===== src/rtl/attack_sequencer.sv =====
// Runs one granted attack through the STARTUP, ACTIVE and RECOVERY phases, each timed in SCEN frame ticks.
// Latency: outputs are registered and change on the clk edge of the SCEN tick that starts, advances or aborts the attack.
// Backpressure: attack_busy holds player_state off, and attack_enable is ignored until the sequencer is back in IDLE.
//
// Ports:
//   clk, reset          : system clock, asynchronous active-low reset
//   SCEN                : one-clk frame-tick enable; all state advances only on SCEN
//   attack_enable       : start grant from player_state
//   attack1, attack2    : button levels (attack1 has priority)
//   hitstun_active      : abort request from game_resolver
//   attack_busy         : high whenever not IDLE
//   attack_id           : 01 attack1, 10 attack2, 00 idle
//   attack_phase        : 0 idle, 1 startup, 2 active, 3 recovery
//   hitbox_active       : high only in ACTIVE
//   attack_done         : one-clk pulse on normal completion
//   attack_aborted      : one-clk pulse when hitstun cancels an attack
module attack_sequencer #(
  parameter int CNT_W       = 6,
  parameter int A1_STARTUP  = 3,
  parameter int A1_ACTIVE   = 2,
  parameter int A1_RECOVERY = 4,
  parameter int A2_STARTUP  = 6,
  parameter int A2_ACTIVE   = 3,
  parameter int A2_RECOVERY = 8
) (
  input  logic       clk,
  input  logic       reset,
  input  logic       SCEN,
  input  logic       attack_enable,
  input  logic       attack1,
  input  logic       attack2,
  input  logic       hitstun_active,
  output logic       attack_busy,
  output logic [1:0] attack_id,
  output logic [1:0] attack_phase,
  output logic       hitbox_active,
  output logic       attack_done,
  output logic       attack_aborted
);

  typedef enum logic [1:0] {
    IDLE     = 2'd0,
    STARTUP  = 2'd1,
    ACTIVE   = 2'd2,
    RECOVERY = 2'd3
  } state_t;

  // The counter holds (phase length - 1) so a phase ends on the tick it reads zero.
  localparam logic [CNT_W-1:0] A1_S_M1 = CNT_W'(A1_STARTUP - 1);
  localparam logic [CNT_W-1:0] A1_A_M1 = CNT_W'(A1_ACTIVE - 1);
  localparam logic [CNT_W-1:0] A1_R_M1 = CNT_W'(A1_RECOVERY - 1);
  localparam logic [CNT_W-1:0] A2_S_M1 = CNT_W'(A2_STARTUP - 1);
  localparam logic [CNT_W-1:0] A2_A_M1 = CNT_W'(A2_ACTIVE - 1);
  localparam logic [CNT_W-1:0] A2_R_M1 = CNT_W'(A2_RECOVERY - 1);

  state_t           state, state_nxt;
  logic [CNT_W-1:0] cnt, cnt_nxt;
  logic             req_sel, req_sel_nxt;   // 0 = attack1, 1 = attack2
  logic             start_sel;
  logic [1:0]       id_nxt;
  logic             done_nxt, aborted_nxt;
  logic             busy_nxt, hitbox_nxt;
  logic [1:0]       phase_nxt;

  function automatic logic [CNT_W-1:0] len_m1(input logic sel2, input state_t ph);
    case (ph)
      STARTUP: return sel2 ? A2_S_M1 : A1_S_M1;
      ACTIVE:  return sel2 ? A2_A_M1 : A1_A_M1;
      default: return sel2 ? A2_R_M1 : A1_R_M1;
    endcase
  endfunction

  // State and registered outputs
  always_ff @(posedge clk or negedge reset) begin
    if (!reset) begin
      state          <= IDLE;
      cnt            <= '0;
      req_sel        <= 1'b0;
      attack_busy    <= 1'b0;
      attack_id      <= 2'b00;
      attack_phase   <= 2'd0;
      hitbox_active  <= 1'b0;
      attack_done    <= 1'b0;
      attack_aborted <= 1'b0;
    end else begin
      state          <= state_nxt;
      cnt            <= cnt_nxt;
      req_sel        <= req_sel_nxt;
      attack_busy    <= busy_nxt;
      attack_id      <= id_nxt;
      attack_phase   <= phase_nxt;
      hitbox_active  <= hitbox_nxt;
      attack_done    <= done_nxt;
      attack_aborted <= aborted_nxt;
    end
  end

  // Next state; attack_id doubles as the frozen attack selector for the whole attack
  always_comb begin
    state_nxt   = state;
    cnt_nxt     = cnt;
    req_sel_nxt = req_sel;
    id_nxt      = attack_id;
    done_nxt    = 1'b0;
    aborted_nxt = 1'b0;
    start_sel   = attack1 ? 1'b0 : (attack2 ? 1'b1 : req_sel);
    if (SCEN) begin
      if (state == IDLE) begin
        if (attack1)      req_sel_nxt = 1'b0;
        else if (attack2) req_sel_nxt = 1'b1;
        if (attack_enable && !hitstun_active) begin
          state_nxt = STARTUP;
          id_nxt    = start_sel ? 2'b10 : 2'b01;
          cnt_nxt   = len_m1(start_sel, STARTUP);
        end
      end else if (hitstun_active) begin
        state_nxt   = IDLE;
        cnt_nxt     = '0;
        id_nxt      = 2'b00;
        aborted_nxt = 1'b1;
      end else if (cnt != '0) begin
        cnt_nxt = cnt - 1'b1;
      end else begin
        case (state)
          STARTUP: begin
            state_nxt = ACTIVE;
            cnt_nxt   = len_m1(attack_id[1], ACTIVE);
          end
          ACTIVE: begin
            state_nxt = RECOVERY;
            cnt_nxt   = len_m1(attack_id[1], RECOVERY);
          end
          default: begin
            state_nxt = IDLE;
            id_nxt    = 2'b00;
            done_nxt  = 1'b1;
          end
        endcase
      end
    end
  end

  // Output decode from the next state so every output lands in a register
  always_comb begin
    busy_nxt   = (state_nxt != IDLE);
    phase_nxt  = state_nxt;
    hitbox_nxt = (state_nxt == ACTIVE);
  end

endmodule


===== config.mk =====
export PLATFORM = sky130hd
export DESIGN_NAME = attack_sequencer
export DESIGN_NICKNAME = d
export VERILOG_FILES = /design/src/rtl/attack_sequencer.sv
export SDC_FILE = /design/constraint.sdc
export NUM_CORES = 1
export LEC_CHECK = 0
export ABC_AREA = 1
export CAP_MARGIN = 20
export CELL_PAD_IN_SITES_DETAIL_PLACEMENT = 0
export CELL_PAD_IN_SITES_GLOBAL_PLACEMENT = 2
export CORE_UTILIZATION = 30
export CTS_CLUSTER_SIZE = 16
export DETAILED_ROUTE_END_ITERATION = 8
export PLACE_DENSITY_LB_ADDON = 0.1
export SYNTH_ARGS = -nofsm -noshare
export SYNTH_HDL_FRONTEND = slang
export SYNTH_SLANG_ARGS = --single-unit

===== constraint.sdc =====
create_clock -name clk -period 2.1 [get_ports clk]
set_input_delay 0.315 -clock clk [delete_from_list [all_inputs] [get_ports clk]]
set_output_delay 0.315 -clock clk [all_outputs]
set_load 0.05 [all_outputs]

Yosys cells after proc, flatten, opt, wreduce, memory -nomap -nowiden
Index checks and enable logic that the tools add are counted.

Add/sub/neg operators: 1. Eq/ne operators: 6. Muxes and demuxes: 30. Reduce and logical (&&, ||, !) cells: 10.

Operators by type and width (count): 2-bit 2-to-1 mux (12); 6-bit 2-to-1 mux (4); 6-bit one-hot mux with 2 select lines (1); 1-bit 2-to-1 mux (10); 3-bit 2-to-1 mux (2); 6-bit nonzero test (1); 6-bit by 1-bit subtractor with 6-bit output, second input constant (1); 5-bit nonzero test (1); 2-bit == test, second input constant (2); 2-bit one-hot mux with 2 select lines (1); 4-bit AND reduction (1); 3-bit by 1-bit inequality test with 1-bit output, second input constant (1); 3-bit inequality test, second input constant (1); 3-bit AND reduction (1); 2-bit by 1-bit == test with 1-bit output, second input constant (1); 2-bit zero test (1); 2-bit by 1-bit inequality test with 1-bit output, second input constant (1); 2-bit AND reduction (1); 2-bit nonzero test (1); 2-bit OR reduction (1); 1-bit logical AND (1); 1-bit zero test (1).

Flip-flop bits (word level): 15. Bits of input ports: 7. Output and inout bits: 8.

Longest topological paths before layout
Gate-level depths: netlist of run 1.

Depth in word-level cells: 7. Gate-level depth with buffers: 9. Gate-level depth less buffers: 8.

Worst setup path before layout of run 1
Ideal clock, no wire load.

Path kind: register to register. Start: register state[0]. End: register cnt[5]. Data arrival time: 1.768 ns. Required time: 1.980 ns. Setup slack: 0.211 ns. Cell stages (with the launch flop): 10. Buffers on the path: 1. Clock period less this slack: 1.889 ns. Path through: dfrtp_1 > inv_1 > ha_1 > buf_6 > nor2_2 > nand2_1 > nor2_4 > nor2_8 > nand3_1 > nand2_1.

Cells in the longest elaborated chain, start to end: 3.

RTL lines: from (decl) (RTL line 56) `state_t state, state_nxt;`; from (signal assigned) (RTL line 86) `state <= state_nxt;`; 2-bit == test, or another cell as far along (RTL line 124) `case (state)`; 5-bit nonzero test (no source line) or 2-bit by 1-bit inequality test with 1-bit output (tied branches); 3-bit AND reduction (no source line); to (signal assigned) (RTL line 87) `cnt <= cnt_nxt;`; to (decl) (RTL line 57) `logic [CNT_W-1:0] cnt, cnt_nxt;`.

Parallel ways exist; a longest one is shown, timed or not. A chain may end at the register's enable or synchronous reset.

Worst setup path in the final report of run 1
Start: register attack_id[1]. End: output attack_id[1].

RTL lines: from (decl) (RTL line 34) `output logic [1:0] attack_id,`; from (signal assigned) (RTL line 90) `attack_id <= id_nxt;`.

No word-level cell between the ends.

==> results of run 1 <==
cell type report:
class                           count  area, sq um  area share, %
Clock buffer                        4         26.3           2.24
Inverter                           17         63.8           5.44
Multi-Input combinational cell     89          512           43.7
Sequential cell                    15          375           32.0
Tap cell                           44         55.1           4.70
Timing Repair Buffer               14          140           12.0
logic make-up (layout without fill, tap and decap cells):
kind of cell,after synthesis,in the layout
adder cells (fa/ha/maj),5,5
AND/OR/NAND/NOR,70,70
XOR/XNOR,1,1
flip-flops,15,15
AO/OA/AOI/OAI,13,13
buffers and inverters,18,35
cells in the final DEF (no fill, tap or decap), types with 2 or more instances in the layout:
| cell type | netlist | routed |
|---|---|---|
| sky130_fd_sc_hd__nor2_1 | 9 | 9 |
| sky130_fd_sc_hd__inv_1 | 14 | 14 |
| sky130_fd_sc_hd__o21ai_1 | 6 | 6 |
| sky130_fd_sc_hd__clkdlybuf4s50_1 | 0 | 14 |
| sky130_fd_sc_hd__nand4_1 | 5 | 5 |
| sky130_fd_sc_hd__nor3_1 | 2 | 2 |
| sky130_fd_sc_hd__inv_2 | 3 | 3 |
| sky130_fd_sc_hd__clkbuf_4 | 0 | 3 |
| sky130_fd_sc_hd__o21ai_0 | 3 | 3 |
| sky130_fd_sc_hd__ha_1 | 5 | 5 |
| sky130_fd_sc_hd__nand3_1 | 15 | 15 |
| sky130_fd_sc_hd__dfrtp_1 | 15 | 15 |
| sky130_fd_sc_hd__nor2_2 | 2 | 2 |
| sky130_fd_sc_hd__a21oi_1 | 2 | 2 |
| sky130_fd_sc_hd__nor2_4 | 3 | 3 |
| sky130_fd_sc_hd__nand2_1 | 29 | 29 |
report_power, final:
group | internal [mW] | switching [mW]
logic | 0.430 | 0.862
registers | 0.403 | 0.0949
clock network | 0.0737 | 0.0961
total | 0.907 | 1.05
state kept, by name, summed over array words and instances, names as in the netlist:
register	cells
attack_aborted	1
attack_busy	1
attack_done	1
attack_id	2
cnt	6
hitbox_active	1
req_sel	1
state	2
path summary, 6_finish.rpt:
kind                         startpoint            to  slack (ns)  cells past startpoint
max                        attack_id[1]  attack_id[1]        0.27                      1
min                               reset        cnt[2]        0.44                      1
max reg2reg                    state[0]        cnt[5]        0.38                      8
min reg2reg                attack_id[0]  attack_id[0]        0.50                      2
max in group asynchronous         reset      state[0]        1.20                      1
min in group clk           attack_id[0]  attack_id[0]        0.50                      2
routing by layer:
metal  vias up  track usage [%]  part of all wire (%)
li1        435                -                     -
met1       367             19.1                    46
met2        10             23.2                    50
met3         2             1.98                   2.8
met4         0             6.12                  0.89
met5         -                0                     0
worst reg2reg max path, cell delays in order (launching register included):
cell and delay (ns):
sky130_fd_sc_hd__dfrtp_1 0.41, sky130_fd_sc_hd__inv_1 0.11, sky130_fd_sc_hd__ha_1 0.35, sky130_fd_sc_hd__nor2_2 0.24
sky130_fd_sc_hd__nand2_1 0.13, sky130_fd_sc_hd__nor2_4 0.19, sky130_fd_sc_hd__nor2_8 0.06, sky130_fd_sc_hd__nand3_1 0.08
sky130_fd_sc_hd__nand2_1 0.05
==> metrics, run 1 <==
result of the run=finished, final reports clean; Synth async-reset ratio=100%; floorplan die height=58.6 microns; post-cts hold buffer count=0; Crit path buffers/inverters=1; area growth from synthesis to layout=21.8%; Max-Cap Viols=0; via count of the first global-routing pass=775; mapped cell area=962 sq um; Total Routing Usage GR=14.3%; main combinational cell family by area after synthesis=simple AND/OR/NAND/NOR gates; CTS tree=built; xor/xnor share of the synthesized area=0.910%; final cell count without fillers=183; top-area cell type share of the netlist area=39.0%; transition time of the tightest slew-check pin=0.706 ns; unrepaired setup endpoints after global routing=no; cells resized by post-CTS repair=0; total power density per cell area=1670 mW/mm^2; worst hold-check path type=input pin to asynchronous set/reset pin; total detailed-routing wirelength=2140 microns; post-layout util=38.4%; most numerous cell in the Yosys netlist=sky130_fd_sc_hd__nand2_1; num rows=20; buffer count from post-CTS setup fixing=0; gr ovfl total=0; diode insertion count for antenna repair=0; Starting Density=about a third; CTS root buffer=sky130_fd_sc_hd__clkbuf_4; multiplexer share of the synthesized area=0%; Placed Instance Area=0.00115 sq mm; CP required=between 1.5 and 2 ns; largest clock skew in the final design=0.00925 ns; post-synthesis average cell area=7.89 sq um; leading register cell type out of synthesis=sky130_fd_sc_hd__dfrtp_1; Cell variety after synth=23; number of placed instances, taps included=179; simple-gate area share of the yosys netlist=between 30% and 40%; Slew Limit Headroom=52.8%; number of flops mapped to enable cells by yosys=0; cell class contributing the biggest share of worst-path delay=buffers and inverters; largest area contributor in the synthesized netlist=sky130_fd_sc_hd__dfrtp_1; Initial DRC Count=52; largest net degree at the start of global routing=16; Worst-Skew Late Latency=0.29 ns; highest ir drop seen on vdd=around 0.63 mV; critical path start-end classification=flip-flop to output port; syn nets=about 130; Num Clock Sinks=15; sequential share of the synthesized area=between 30 and 40%; global-route wire length before repair=3590 microns; adder and majority gate portion of the synthesized area=6.50%; max-slew violation count=0; Core Box Area=0.00305 sq mm; number of ports placed on the die boundary=15; share of post-route cells with drive strength above 1=12.2%; number of H-tree levels=1; area of all placed cells without fillers=0.00117 sq mm; cells after synthesis=around 120; top cells by area in the synthesized netlist=sky130_fd_sc_hd__dfrtp_1, sky130_fd_sc_hd__nand2_1, sky130_fd_sc_hd__nand3_1, sky130_fd_sc_hd__ha_1, sky130_fd_sc_hd__inv_1; Slowest cell on crit path=sky130_fd_sc_hd__clkdlybuf4s50_1; Worst Hold Margin=around 0.44 ns; post-route clock period utilization=87.1%; number of filler instances in the final layout=341; remaining design rule violation count=0; post-CTS clock slew at the launch and capture registers of the worst setup and hold paths=~0.10 ns; setup-violating endpoint count in the final report=0; synthesized flop and latch total=15; maximum cell stage delay along the critical path=0.82 ns; HPWL Detailed=1690 microns; final weighted congestion of routability-driven global placement=0.744; power consumption=slightly below 2 mW; Post-DRT Antenna Nets=0; highest achievable clock rate=0.546 GHz; cts bufs inserted=3; net total in the final layout=152; DIE AREA=0.00344 sq mm; number of warnings issued by yosys=0; maximum fanout along the worst path=5; worst-case clock buffer depth=2; worst slack, placed=between 0.3 and 0.4 ns; compound-gate portion of the synthesized area=8.32%; die extent in x=about 59 microns; post-layout min period=1.83 ns; Crit path arrival time=1.52 ns; aggregate negative setup slack=0 ns; series of cell instances along the critical path=clkdlybuf4s50_1; endpoint kind of the worst setup timing path=output port; worst path setup slack after routing=0.270 ns; leakage power summed over all cells=0.537 nW; routed len/inst=11.7 microns; final hold violations=0; Port Buffer Count=14; total number of vias=just over 800; number of antenna violations at the first check in global routing=0; Commonest cells post-synth=sky130_fd_sc_hd__nand2_1, sky130_fd_sc_hd__dfrtp_1, sky130_fd_sc_hd__nand3_1; element type at the critical path start=flip-flop; number of optimization iterations in the first detailed-route pass=4; via count normalized by instance count=4.45
(Power assumes the default switching activity.)
==> inputs of run 2 (changes only) <==
--- a/config.mk
+++ b/config.mk
@@ -5,11 +5,10 @@
 export SDC_FILE = /design/constraint.sdc
 export NUM_CORES = 1
 export LEC_CHECK = 0
-export ABC_AREA = 1
 export CAP_MARGIN = 20
 export CELL_PAD_IN_SITES_DETAIL_PLACEMENT = 0
 export CELL_PAD_IN_SITES_GLOBAL_PLACEMENT = 2
-export CORE_UTILIZATION = 30
+export CORE_UTILIZATION = 31
 export CTS_CLUSTER_SIZE = 16
 export DETAILED_ROUTE_END_ITERATION = 8
 export PLACE_DENSITY_LB_ADDON = 0.1
==> run 2 against run 1 <==
  * Synthesized cell count decreased by 20%
  * First-iteration DRC count is 63% lower
  * Sequential share of layout area down 0.49 points
  * Power decreased by 20%
  * Global-route usage up 1.6 points
  * Core utilization rose by 4.7 points
  * Routed wire length rose by 9.2%
  * Register-to-register slack lost 0.25 ns
  * Combinational power down 29%
  * Synthesized area fell by 5.2%
  * Final cell count decreased by 16%
  * Clock power hardly changed
  * Critical path type is now flip-flop to flip-flop
  * Critical endpoint is now hitbox_active
==> metrics, run 2 <==
synthesized flop and latch total=15; mapped cell area=912 sq um; Placed Instance Area=0.00114 sq mm; transition time of the tightest slew-check pin=between 0.4 and 0.5 ns; post-CTS clock slew at the launch and capture registers of the worst setup and hold paths=around 0.1 ns; Post-DRT Antenna Nets=0; Cell variety after synth=36; setup-violating endpoint count in the final report=0; syn nets=110; Commonest cells post-synth=sky130_fd_sc_hd__dfrtp_1, sky130_fd_sc_hd__inv_1, sky130_fd_sc_hd__nand2_1; highest ir drop seen on vdd=between 0.8 and 0.9 mV; number of filler instances in the final layout=slightly below 300; leading register cell type out of synthesis=sky130_fd_sc_hd__dfrtp_1; worst-case clock buffer depth=2; Synth async-reset ratio=100%; multiplexer share of the synthesized area=under 10%; number of H-tree levels=1; most common cell after layout, fill and taps aside=sky130_fd_sc_hd__clkdlybuf4s50_1; number of optimization iterations in the first detailed-route pass=4; Num Clock Sinks=15; Worst-Skew Late Latency=0.28 ns; simple-gate area share of the yosys netlist=22.1%; compound-gate portion of the synthesized area=between 20 and 25%; CTS root buffer=sky130_fd_sc_hd__clkbuf_4; worst hold-check path type=input pin to asynchronous set/reset pin; cells after synthesis=98; area of all placed cells without fillers=0.00120 sq mm; global-route wire length before repair=3920 microns; element type at the critical path start=flip-flop; total number of vias=a little over 800; result of the run=finished, final reports clean; Storage cell area=378 sq um; HPWL Detailed=~1700 microns; met3 wirelength from detailed routing=67 microns; endpoint kind of the worst setup timing path=flip-flop; floorplan die height=56.2 microns; detailed-routed wire length on met2=1060 microns; adder and majority gate portion of the synthesized area=6.86%; biggest registers after layout=cnt: 6 flops, attack_id: 2 flops, state: 2 flops; diode insertion count for antenna repair=0; gr ovfl total=0; post-cts hold buffer count=0; sequential share of the synthesized area=41.2%; cts bufs inserted=3; highest achievable clock rate=just over 0.5 GHz; area growth from synthesis to layout=31.4%; number of antenna violations at the first check in global routing=0; Slowest cell on crit path=sky130_fd_sc_hd__or4b_1; post-route clock period utilization=93.7%; Core Box Area=0.00278 sq mm; share of post-route cells with drive strength above 1=20.3%; final hold violations=0; Total Routing Usage GR=15.9%; main combinational cell family by area after synthesis=simple AND/OR/NAND/NOR gates; number of ports placed on the die boundary=15; Starting Density=32.8%; die extent in x=56.2 microns; final weighted congestion of routability-driven global placement=roughly 0.73; CP required=2.27 ns; largest net degree at the start of global routing=16; xor/xnor share of the synthesized area=less than 1%; area used by multi-input combinational logic=507 sq um; post-layout util=43.1%; top cells by area in the synthesized netlist=sky130_fd_sc_hd__dfrtp_1, sky130_fd_sc_hd__ha_1, sky130_fd_sc_hd__a21oi_1, sky130_fd_sc_hd__inv_1, sky130_fd_sc_hd__nor3_1; M1 wire length=~1200 microns; worst reg2reg path depth=6; via count normalized by instance count=5.34; Initial DRC Count=19; series of cell instances along the critical path=inv_1 -> ha_1 -> or4b_1 -> or4b_1 -> o211ai_2 -> nor2_1; Worst R2R End=hitbox_active; post-layout min period=1.97 ns; maximum cell stage delay along the critical path=0.54 ns; register ranked first by flip-flop count=cnt; total power density per cell area=around 1300 mW/mm^2; Slew Limit Headroom=between 60% and 70%; commonest cells after routing, fill and taps aside=sky130_fd_sc_hd__clkdlybuf4s50_1, sky130_fd_sc_hd__dfrtp_1, sky130_fd_sc_hd__buf_4; post-synthesis average cell area=roughly 9.3 sq um; CTS tree=built; largest area contributor in the synthesized netlist=sky130_fd_sc_hd__dfrtp_1; remaining design rule violation count=0; Port Buffer Count=14; max FFs per register=6; routed len/inst=approximately 15 microns; Max-Cap Viols=0; via count of the first global-routing pass=approximately 820; leakage power summed over all cells=0.500 nW; Crit path top cell by count=sky130_fd_sc_hd__or4b_1; aggregate negative setup slack=0 ns; net total in the final layout=136; DR top layer=met4; number of flops mapped to enable cells by yosys=0; max-slew violation count=0; largest clock skew in the final design=0.00578 ns; power consumption=1.57 mW; Crit path arrival time=2.14 ns; most numerous cell in the Yosys netlist=sky130_fd_sc_hd__dfrtp_1; num rows=19; maximum fanout along the worst path=3; total detailed-routing wirelength=approximately 2300 microns; top-area cell type share of the netlist area=slightly above 40%; unrepaired setup endpoints after global routing=no; worst reg-to-reg setup slack=about 0.13 ns; DIE AREA=about 0.0032 sq mm; number of warnings issued by yosys=0; critical path start-end classification=flip-flop to flip-flop; startpoint of the most critical register-to-register path=cnt[1]
==> run 2: logic make-up after synthesis <==
group / count (synthesis)
and+or+nand+nor: 38
muxes: 1
adders and majority gates: 5
AOI/OAI and AO/OA: 26
DFF: 15
buffers and inverters: 12
xor gates and xnor gates: 1
==> run 2: how the worst max path moves through the flow <==
stage / start / end / slack [ns]
2_1_floorplan: state[1] / hitbox_active / 0.008
3_3_place_gp: SCEN / hitbox_active / 0.05
3_5_place_dp: SCEN / hitbox_active / 0.04
4_1_cts: cnt[0] / hitbox_active / 0.09
5_1_grt: cnt[1] / hitbox_active / 0.03
6_report: cnt[1] / hitbox_active / 0.13
==> run 2: critical path, delay by kind of cell (launching register included) <==
| kind | cells | cell delay [ns] |
|---|---|---|
| DFF | 1 | 0.41 |
| adders and majority gates | 1 | 0.16 |
| and+or+nand+nor | 3 | 1.10 |
| AOI/OAI and AO/OA | 1 | 0.11 |
| buffers and inverters | 1 | 0.09 |
==> run 2: layout make-up <==
type                            instances  share of cell area, %
Multi-Input combinational cell         71                   42.3
Inverter                                9                   2.82
Clock buffer                            4                   2.19
Sequential cell                        15                   31.5
Tap cell                               31                   3.24
Timing Repair Buffer                   24                   18.0
==> run 2: power by group <==
part | leakage (nW) | total [mW] | switching [mW] | internal [mW]
combinational | 0.295 | 0.911 | 0.540 | 0.371
clock | 0.0150 | 0.172 | 0.0979 | 0.0736
sequential | 0.190 | 0.486 | 0.0941 | 0.392
==> run 2: what timing repair did <==
item                                    4_1_cts  5_1_grt
resized for setup                             0        3
endpoints found under the setup margin        0        3
buffers inserted                              0        2
==> run 2: stage by stage <==
| step | cells | setup slack [ns] | hold slack, ns |
|---|---|---|---|
| floorplan | 98 | 0.00804 | 0.0194 |
| CTS | 152 | 0.0924 | 0.347 |
| finish | 154 | 0.132 | 0.342 |
| global route | 154 | 0.0256 | 0.357 |
| global placement | 148 | 0.0546 | 0.480 |
| detailed placement | 148 | 0.0360 | 0.480 |
==> run 2: metal layers <==
layer | GRT usage [%] | vias up
li1 | - | 411
met3 | 3.26 | 2
met4 | 3.14 | 0
met1 | 23.1 | 396
met2 | 24.5 | 14
met5 | 0 | -
==> inputs of run 3 (changes only) <==
--- a/config.mk
+++ b/config.mk
@@ -11,6 +11,7 @@
 export CORE_UTILIZATION = 31
 export CTS_CLUSTER_SIZE = 16
 export DETAILED_ROUTE_END_ITERATION = 8
+export MAX_ROUTING_LAYER = met4
 export PLACE_DENSITY_LB_ADDON = 0.1
 export SYNTH_ARGS = -nofsm -noshare
 export SYNTH_HDL_FRONTEND = slang
==> run 3 against run 2 <==
  * Sequential share of layout area did not move
  * Routed wire length did not move
  * Clock skew fell by 0.00092 ns
  * Sequential cell count did not move
  * Critical path type unchanged
  * Largest cell class unchanged
  * Highest routed layer unchanged
==> metrics, run 3 (synthesis results as in run 2) <==
routed len/inst=15.2 microns; Initial DRC Count=19; max-slew violation count=0; die extent in x=56.2 microns; number of antenna violations at the first check in global routing=0; cts bufs inserted=3; Storage cell area=378 sq um; Worst R2R End=hitbox_active; transition time of the tightest slew-check pin=0.504 ns; number of optimization iterations in the first detailed-route pass=4; area growth from synthesis to layout=31.4%; worst reg2reg path depth=6; area used by multi-input combinational logic=507 sq um; share of post-route cells with drive strength above 1=between 20% and 30%; Max-Cap Viols=0; Post-DRT Antenna Nets=0; diode insertion count for antenna repair=0; total detailed-routing wirelength=between 2000 and 2500 microns; number of filler instances in the final layout=298; remaining design rule violation count=0; via count normalized by instance count=5.34; CTS root buffer=sky130_fd_sc_hd__clkbuf_4; clock share of power=11.0%; startpoint of the most critical register-to-register path=cnt[1]; worst reg-to-reg setup slack=0.13 ns; HPWL Detailed=1730 microns; global routing usage on met3=2.79%; design internal power=0.837 mW; combinational fraction of design power=about 58%; biggest registers after layout=cnt: 6 flops, attack_id: 2 flops, state: 2 flops; CP required=2.27 ns; Port Buffer Count=14; busiest grt layer=met2; floorplan die height=between 50 and 60 microns; net total in the final layout=136; final weighted congestion of routability-driven global placement=0.743; Worst-Skew Late Latency=0.28 ns; total number of vias=823; worst-case clock buffer depth=2; max FFs per register=6; num rows=19; element type at the critical path start=flip-flop; switching power of the nets=0.733 mW; maximum fanout along the worst path=3; Total Routing Usage GR=16.3%; critical path start-end classification=flip-flop to flip-flop; endpoint kind of the worst setup timing path=flip-flop; Core Box Area=0.00278 sq mm; power consumption=1.57 mW; largest net degree at the start of global routing=16; DIE AREA=0.00316 sq mm; post-cts hold buffer count=0; most common cell after layout, fill and taps aside=sky130_fd_sc_hd__clkdlybuf4s50_1; commonest cells after routing, fill and taps aside=sky130_fd_sc_hd__clkdlybuf4s50_1, sky130_fd_sc_hd__dfrtp_1, sky130_fd_sc_hd__buf_4; largest clock skew in the final design=0.00486 ns; aggregate negative setup slack=0 ns; Crit path arrival time=~2.1 ns; met2 Usage GRT=between 20% and 30%; Num Clock Sinks=15; leakage power summed over all cells=around 0.50 nW; worst hold-check path type=input pin to asynchronous set/reset pin; highest achievable clock rate=0.508 GHz; via count of the first global-routing pass=818; number of ports placed on the die boundary=15; post-CTS clock slew at the launch and capture registers of the worst setup and hold paths=0.10 ns; highest ir drop seen on vdd=~0.8 mV; total power density per cell area=1310 mW/mm^2; post-route clock period utilization=93.8%; result of the run=finished, final reports clean; part of the total power dissipated in sequential elements=31.0%; Starting Density=32.8%; setup-violating endpoint count in the final report=0; post-layout min period=1.97 ns; gr ovfl total=0; unrepaired setup endpoints after global routing=no; Slew Limit Headroom=66.3%; global-route track usage on met1=23.4%; register ranked first by flip-flop count=cnt; CTS tree=built; number of H-tree levels=1; final hold violations=0; Switching Fraction=a little under half; global-route wire length before repair=3920 microns
## run 3: cell counts in the layout (fill, tap and decap cells not counted)
Identical to the previous run, type by type.
## run 3: cell type report
cell class	count	share of cell area (%)
Multi-Input combinational cell	71	42.3
Inverter	9	2.82
Timing Repair Buffer	24	18.0
Sequential cell	15	31.5
Clock buffer	4	2.19
Tap cell	31	3.24
## run 3: worst max-delay path by stage
stage / from / to / slack [ns] / cells past startpoint
final: cnt[1] / hitbox_active / 0.13 / 6
after detailed placement: SCEN / hitbox_active / 0.04 / 5
after global placement: SCEN / hitbox_active / 0.05 / 5
after floorplan: state[1] / hitbox_active / 0.008 / 6
after global routing: cnt[1] / hitbox_active / 0.03 / 6
after CTS: cnt[0] / hitbox_active / 0.09 / 6
## run 3: worst max-delay path, cell delays in order, from the launching register on
cell	delay [ns]
sky130_fd_sc_hd__dfrtp_1	0.41
sky130_fd_sc_hd__inv_1	0.09
sky130_fd_sc_hd__ha_1	0.16
sky130_fd_sc_hd__or4b_1	0.49
sky130_fd_sc_hd__or4b_1	0.54
sky130_fd_sc_hd__o211ai_2	0.11
sky130_fd_sc_hd__nor2_1	0.07
## run 3: routing by layer
layer / part of all wire (%) / wire, microns / vias to the layer above
met2: 45 / 1060 / 12
met4: 0.34 / 8 / 0
li1: - / - / 411
met5: 0 / 0 / -
met1: 52 / 1220 / 398
met3: 2.1 / 50 / 2
## run 3: timing repair
item,in CTS,in global routing
setup buffers,0,2
setup endpoints to repair,0,3
hold endpoints to repair,0,0
gates resized for setup,0,3
## run 3: power groups by stage
stage | Sequential [mW] | Combinational, mW | Clock (mW)
CTS | 0.489 | 0.861 | 0.182
floorplan | 0.638 | 0.436 | 0
finish | 0.486 | 0.910 | 0.173
detailed placement | 0.496 | 0.855 | 0
global route | 0.500 | 0.994 | 0.196
global placement | 0.493 | 0.853 | 0
## run 3: stage by stage
step / hold slack (ns) / std cells / instance area, sq um / util [%] / worst slack [ns]
after floorplan: 0.0194 / 98 / 917 / - / 0.00804
after global placement: 0.480 / 148 / 1140 / 40.8 / 0.0546
after detailed placement: 0.480 / 148 / 1140 / 40.8 / 0.0360
after CTS: 0.347 / 152 / 1160 / 41.8 / 0.0924
after global routing: 0.357 / 154 / 1200 / 43.1 / 0.0256
final: 0.341 / 154 / 1200 / 43.1 / 0.130
